--- src/rtl/pipeline_pkg.sv ---
// pipeline_pkg: shared types and helpers for the pipeline stage registers.
//   stage_state_e  occupancy of a two-entry stage (empty, head only, head + skid)
//   PIPE_NOP_LANE  fill bit written into the payload of a lane that is not valid
//   lane_lo()      low bit index of a lane inside a flattened issue group
package pipeline_pkg;

  typedef enum logic [1:0] {
    ST_EMPTY,
    ST_ONE,
    ST_FULL
  } stage_state_e;

  localparam logic PIPE_NOP_LANE = '0;

  function automatic int unsigned lane_lo(input int unsigned lane, input int unsigned width);
    return lane * width;
  endfunction

endpackage

--- src/rtl/pipe_group_reg.sv ---
// pipe_group_reg: one issue-group entry (per-lane valid vector + payload).
// A load captures the group with every invalid lane's payload forced to zero.
// A clear (or rst) empties the entry; clear wins over load.
//   clk, rst    clock, synchronous active-high reset
//   clear       empty the entry this cycle
//   load        capture load_valid/load_data this cycle
//   load_valid  per-lane valid of the group to capture
//   load_data   payload of the group to capture, lane i at [i*DATA_W +: DATA_W]
//   valid       per-lane valid of the held group
//   data        payload of the held group
module pipe_group_reg
  import pipeline_pkg::*;
#(
  parameter int unsigned NLANES = 2,
  parameter int unsigned DATA_W = 128
) (
  input  logic                     clk,
  input  logic                     rst,
  input  logic                     clear,
  input  logic                     load,
  input  logic [NLANES-1:0]        load_valid,
  input  logic [NLANES*DATA_W-1:0] load_data,
  output logic [NLANES-1:0]        valid,
  output logic [NLANES*DATA_W-1:0] data
);

  logic [NLANES*DATA_W-1:0] masked;

  for (genvar g = 0; g < NLANES; g++) begin : g_lane
    localparam int unsigned LO = lane_lo(g, DATA_W);
    assign masked[LO +: DATA_W] = load_valid[g] ? load_data[LO +: DATA_W]
                                                : {DATA_W{PIPE_NOP_LANE}};
  end

  always_ff @(posedge clk) begin
    if (rst || clear) begin
      valid <= '0;
      data  <= '0;
    end else if (load) begin
      valid <= load_valid;
      data  <= masked;
    end
  end

endmodule

--- src/rtl/pipe_stage_skid.sv ---
// pipe_stage_skid: multi-lane pipeline stage register with valid/ready handshake
// and a two-entry (main + skid) buffer. in_ready is a flop, so there is no
// combinational path from out_ready to in_ready.
// Optional feature macro: PIPE_STAGE_PERF_EN adds three performance counters.
//   clk, rst        clock, synchronous active-high reset
//   flush           discard held and incoming groups
//   in_valid        per-lane valid of the incoming group (all-zero = bubble)
//   in_data         incoming payload, lane i at [i*DATA_W +: DATA_W]
//   in_ready        stage accepts a group this cycle
//   out_valid       per-lane valid of the head group
//   out_data        head payload (zero when empty)
//   out_ready       consumer takes the head group
//   perf_stall_cnt  cycles with a valid head not taken     (PIPE_STAGE_PERF_EN)
//   perf_full_cnt   cycles spent with both entries in use  (PIPE_STAGE_PERF_EN)
//   perf_flush_cnt  flushes that discarded a valid lane    (PIPE_STAGE_PERF_EN)
module pipe_stage_skid
  import pipeline_pkg::*;
#(
  parameter int unsigned NLANES = 2,
  parameter int unsigned DATA_W = 128,
  parameter int unsigned CNT_W  = 32
) (
  input  logic                     clk,
  input  logic                     rst,
  input  logic                     flush,
  input  logic [NLANES-1:0]        in_valid,
  input  logic [NLANES*DATA_W-1:0] in_data,
  output logic                     in_ready,
  output logic [NLANES-1:0]        out_valid,
  output logic [NLANES*DATA_W-1:0] out_data,
  input  logic                     out_ready
`ifdef PIPE_STAGE_PERF_EN
  ,
  output logic [CNT_W-1:0]         perf_stall_cnt,
  output logic [CNT_W-1:0]         perf_full_cnt,
  output logic [CNT_W-1:0]         perf_flush_cnt
`endif
);

  if (CNT_W < 1) begin : g_bad_cnt_w
    $error("pipe_stage_skid: CNT_W must be at least 1");
  end

  stage_state_e state, next_state;

  logic                     in_fire, out_fire;
  logic                     main_load, main_clear, main_from_skid;
  logic                     skid_load, skid_clear;
  logic [NLANES-1:0]        main_valid, skid_valid, main_src_valid;
  logic [NLANES*DATA_W-1:0] main_data, skid_data, main_src_data;

  assign in_fire   = in_ready && (|in_valid);
  assign out_fire  = out_ready && (|main_valid);
  assign out_valid = main_valid;
  assign out_data  = main_data;

  assign main_src_valid = main_from_skid ? skid_valid : in_valid;
  assign main_src_data  = main_from_skid ? skid_data  : in_data;

  always_comb begin
    next_state     = state;
    main_load      = 1'b0;
    main_clear     = 1'b0;
    main_from_skid = 1'b0;
    skid_load      = 1'b0;
    skid_clear     = 1'b0;
    if (flush) begin
      next_state = ST_EMPTY;
      main_clear = 1'b1;
      skid_clear = 1'b1;
    end else begin
      unique case (state)
        ST_EMPTY: begin
          if (in_fire) begin
            next_state = ST_ONE;
            main_load  = 1'b1;
          end
        end
        ST_ONE: begin
          if (in_fire && out_fire) begin
            main_load = 1'b1;
          end else if (in_fire) begin
            next_state = ST_FULL;
            skid_load  = 1'b1;
          end else if (out_fire) begin
            // Clear main so the outputs read zero while empty.
            next_state = ST_EMPTY;
            main_clear = 1'b1;
          end
        end
        ST_FULL: begin
          // in_ready is low here, so only the skid can refill main.
          if (out_fire) begin
            next_state     = ST_ONE;
            main_load      = 1'b1;
            main_from_skid = 1'b1;
            skid_clear     = 1'b1;
          end
        end
        default: next_state = ST_EMPTY;
      endcase
    end
  end

  always_ff @(posedge clk) begin
    if (rst) begin
      state    <= ST_EMPTY;
      in_ready <= 1'b1;
    end else begin
      state    <= next_state;
      in_ready <= (next_state != ST_FULL);
    end
  end

  pipe_group_reg #(
    .NLANES (NLANES),
    .DATA_W (DATA_W)
  ) u_main (
    .clk        (clk),
    .rst        (rst),
    .clear      (main_clear),
    .load       (main_load),
    .load_valid (main_src_valid),
    .load_data  (main_src_data),
    .valid      (main_valid),
    .data       (main_data)
  );

  pipe_group_reg #(
    .NLANES (NLANES),
    .DATA_W (DATA_W)
  ) u_skid (
    .clk        (clk),
    .rst        (rst),
    .clear      (skid_clear),
    .load       (skid_load),
    .load_valid (in_valid),
    .load_data  (in_data),
    .valid      (skid_valid),
    .data       (skid_data)
  );

`ifdef PIPE_STAGE_PERF_EN
  logic stalled, flush_drop;

  assign stalled = (|main_valid) && !out_ready;
  // A held head that is taken in the flush cycle counts as consumed, not dropped.
  assign flush_drop = flush && (stalled || (|skid_valid) || in_fire);

  always_ff @(posedge clk) begin
    if (rst) begin
      perf_stall_cnt <= '0;
      perf_full_cnt  <= '0;
      perf_flush_cnt <= '0;
    end else begin
      if (stalled)           perf_stall_cnt <= perf_stall_cnt + 1'b1;
      if (state == ST_FULL)  perf_full_cnt  <= perf_full_cnt + 1'b1;
      if (flush_drop)        perf_flush_cnt <= perf_flush_cnt + 1'b1;
    end
  end
`endif

endmodule
--- config.mk ---
export PLATFORM = sky130hd
export DESIGN_NAME = pipe_stage_skid
export DESIGN_NICKNAME = d
export VERILOG_FILES = /design/src/rtl/pipeline_pkg.sv /design/src/rtl/pipe_group_reg.sv /design/src/rtl/pipe_stage_skid.sv
export SDC_FILE = /design/constraint.sdc
export NUM_CORES = 1
export LEC_CHECK = 0
export ABC_AREA = 1
export CORE_MARGIN = 10
export CORE_UTILIZATION = 46
export DETAILED_ROUTE_END_ITERATION = 8
export HOLD_SLACK_MARGIN = 0.03
export PLACE_DENSITY = 0.77
export RECOVER_POWER = 50
export SYNTH_ARGS = -nofsm -noshare
export SYNTH_HDL_FRONTEND = slang
export SYNTH_HIERARCHICAL = 1
export SYNTH_SLANG_ARGS = --single-unit
export TNS_END_PERCENT = 10
--- constraint.sdc ---
create_clock -name clk -period 1.85 [get_ports clk]
set_input_delay 0.37 -clock clk [delete_from_list [all_inputs] [get_ports clk]]
set_output_delay 0.37 -clock clk [all_outputs]
set_load 0.01 [all_outputs]
==> results.cfg <==
[pwr]
p_int_mw = 18.81
combinationalPowerShare_pct = 12.5
p_clk_share_pct = 42.3
p_leak_nw = 11.96
vdd_drop_max_mv = 0.8114
powerDensity_nw_per_um2 = 792.8
swShare_pct = 25.28
p_switching_mw = 6.364
pwr-share-seq_pct = 45.2

[placed_design]
place_area_um2 = 29220
place_congestion = 0.8506
place_hpwl_mm = 54.14
place_ws_ns = -0.3217
place_inst = 4232
portBuffers = 520

[worst_hold_path]
hold-path-cell-count = 4
hp-class = primary input to flip-flop
hold_end = u_skid/data[127]$_SDFFE_PP0P_
min_from = in_valid[0]

[logic_synthesis]
ys_warn_count = 6
ys_ff_latch = 519
ys_top_cells_by_area = dfxtp_1 45%, nand2_1 13%, nand3_1 11%
netlist_area_um2 = 22920
synth.top_cell.area_share_pct = 45.33
synth.largest_area_cell = dfxtp_1
synth_area_per_cell_um2 = 7.235
syn-instance-count = 3168
synth_seq_area_share_pct = 45.33
ys_types = 22
syn-num-nets = 3430

[timing]
maxSlewViolCount = 0
finalSetupViolCount = 100
finalCritPeriodShare_pct = 104.6
holdWs_ns = 0.2315
timing.slew.headroom_pct = 46.67
rsz0062_at_grt = yes
layout_setup_ws_ns = -0.08586
clock_skew_ns = 0.01932
period_needed_ns = 1.936
hold_viol = 0
tightest_slew_ns = 0.7999
fmax_mhz = 516.6

[global_routing]
grt_pass1_wl_mm = 121.2
globalRouteOverflowTotal = 0
grt_start_max_net_pins = 124
first_global_vias = 21350
antenna_found_initial = 16
track_usage_pct = 24.92

[worst_setup_path]
r2r-start = u_main/valid[1]$_SDFFE_PP0P_
critical_path_class = flip-flop to flip-flop
r2r-end = u_main/data[192]$_SDFFE_PP0P_
critical_path_arrival_ns = 2.45
cp_max_fo = 8
crit_required_ns = 2.37
reg2reg_depth = 10
reg2reg_slack_ns = -0.09
worst_setup_path_start_kind = flip-flop
critPathCaptureType = flip-flop

[die]
rows = 81
ios = 521
die_h_um = 243.2
die-area_um2 = 59160
die_x_um = 243.2
core_area_um2 = 49150
start_util_pct = 46.63

[run]
cap_violations = 0

[detailed_routing]
drcViolationCount = 0
route.final.wire_length_mm = 82.12
ant_nets = 0
viasPerCell = 5.345
drt-pass1-iter-count = 6
dr_total_vias = 23360
wl_per_cell_um = 18.79
drt_iter0_drc = 1967

[cts]
cts_buffers = 53
htreeDepth = 2
insertion_delay_ns = 0.60
cts_root_buf = clkbuf_16
cts.path.max_buffers = 3
cts_tree = yes
clk_pin_slew_ns = 0.06
cts_sinks = 519

[run_status]
status = finished, violations left
violations = setup timing

[final_layout]
layout.cells.most_common = nand2_1
stdcell_area_um2 = 31750
nets = 3913
final_layout_size_suffix_gt1_share_pct = 11.72
most-common-layout-cells = 790 x nand2_1, 517 x dfxtp_1, 469 x nand3_1, 430 x a21oi_1, 264 x inv_1
area_growth_syn_to_layout_pct = 38.53
stdcell_count = 4371
## routing by layer
metal / GRT usage (%) / routed length (um) / up-vias
met2: 40.46 / 38660 / 974
li1: - / - / 11390
met4: 10.40 / 3426 / 10
met5: 0 / 66 / -
met3: 5.634 / 7555 / 185
met1: 31.32 / 32410 / 10810
## through the flow
stage | util [%] | setup TNS [ns] | total power [mW]
2_1_floorplan | - | -1.408 | 13.03
3_3_place_gp | 59.45 | -123.79 | 14.55
3_5_place_dp | 59.45 | -127.60 | 14.56
4_1_cts | 62.33 | 0 | 25.07
5_1_grt | 64.59 | -16.48 | 25.99
6_report | 64.60 | -2.770 | 25.17
## worst max-delay path, stage by stage, from the launching register on
cell and delay [ns]:
dfxtp_2 0.35, inv_2 0.05, nand2_4 0.10, nand2_4 0.08, inv_4 0.07, nand3_4 0.14
o21ai_4 0.38, clkbuf_16 0.27, clkbuf_16 0.17, nand3_2 0.08, a21oi_2 0.14
## logic make-up after synthesis
group	count (synthesis)	synth area share, %
AND/OR/NAND/NOR	1317	24.48
AO/OA/AOI/OAI	778	17.65
buffers and inverters	554	12.54
flip-flops	519	45.33
## power by group through the flow
stage	logic [mW]	clock network (mW)	registers (mW)
after global placement	2.92	0	11.6
after detailed placement	2.93	0	11.6
final	3.15	10.6	11.4
after floorplan	1.36	0	11.7
after global routing	3.37	11.2	11.4
after CTS	2.89	10.8	11.4
## synth_stat cells
cell type / count
a21oi_1: 478
o31ai_1: 1
nand3_2: 1
o21ai_1: 240
nor2_1: 6
buf_2: 117
buf_6: 78
dfxtp_1: 519
buf_4: 16
or2_1: 2
clkbuf_1: 71
buf_1: 3
nand2_2: 2
nand2_1: 791
nand4_1: 1
inv_2: 2
inv_1: 265
a21oi_2: 40
clkinv_2: 2
nor2_4: 1
o21ai_0: 19
nand3_1: 513
## worst max path at each step
stage,start,endpoint,slack (ns),cells after the start
after detailed placement,out_ready,u_main/data[65]$_SDFFE_PP0P_,-0.32,9
after global placement,out_ready,u_main/data[132]$_SDFFE_PP0P_,-0.32,10
after CTS,u_main/data[203]$_SDFFE_PP0P_,out_data[203],0.0003,1
after global routing,u_main/valid[1]$_SDFFE_PP0P_,u_main/data[203]$_SDFFE_PP0P_,-0.14,10
after floorplan,u_main/valid[0]$_SDFFE_PP0P_,u_main/valid[0]$_SDFFE_PP0P_,-0.03,12
final,u_main/valid[1]$_SDFFE_PP0P_,u_main/data[192]$_SDFFE_PP0P_,-0.09,10
## layout make-up
cell class	count	area (um2)
antenna	13	32.53
clock buffer	77	1546
clock inverter	21	173.9
fill	4253	17400
inverter	269	1027
multi-input combinational	2095	10140
sequential	519	10390
tap	664	830.8
timing repair buffer	713	7609
## flip-flops by register name, indices dropped and copies added (netlist names)
name and cells:
u_main/data 256, u_skid/data 256, state 2, u_main/valid 2
u_skid/valid 2, in_ready 1
## what timing repair did
| item | 4_1_cts | 5_1_grt |
|---|---|---|
| gates resized for setup | 259 | 131 |
| hold buffers | 0 | 0 |
| cloned | 0 | 21 |
| setup endpoints to repair | 263 | 488 |
| buffers inserted | 0 | 7 |
| pin swaps | 0 | 11 |
Note: power is estimated with default switching activity, not from simulation.
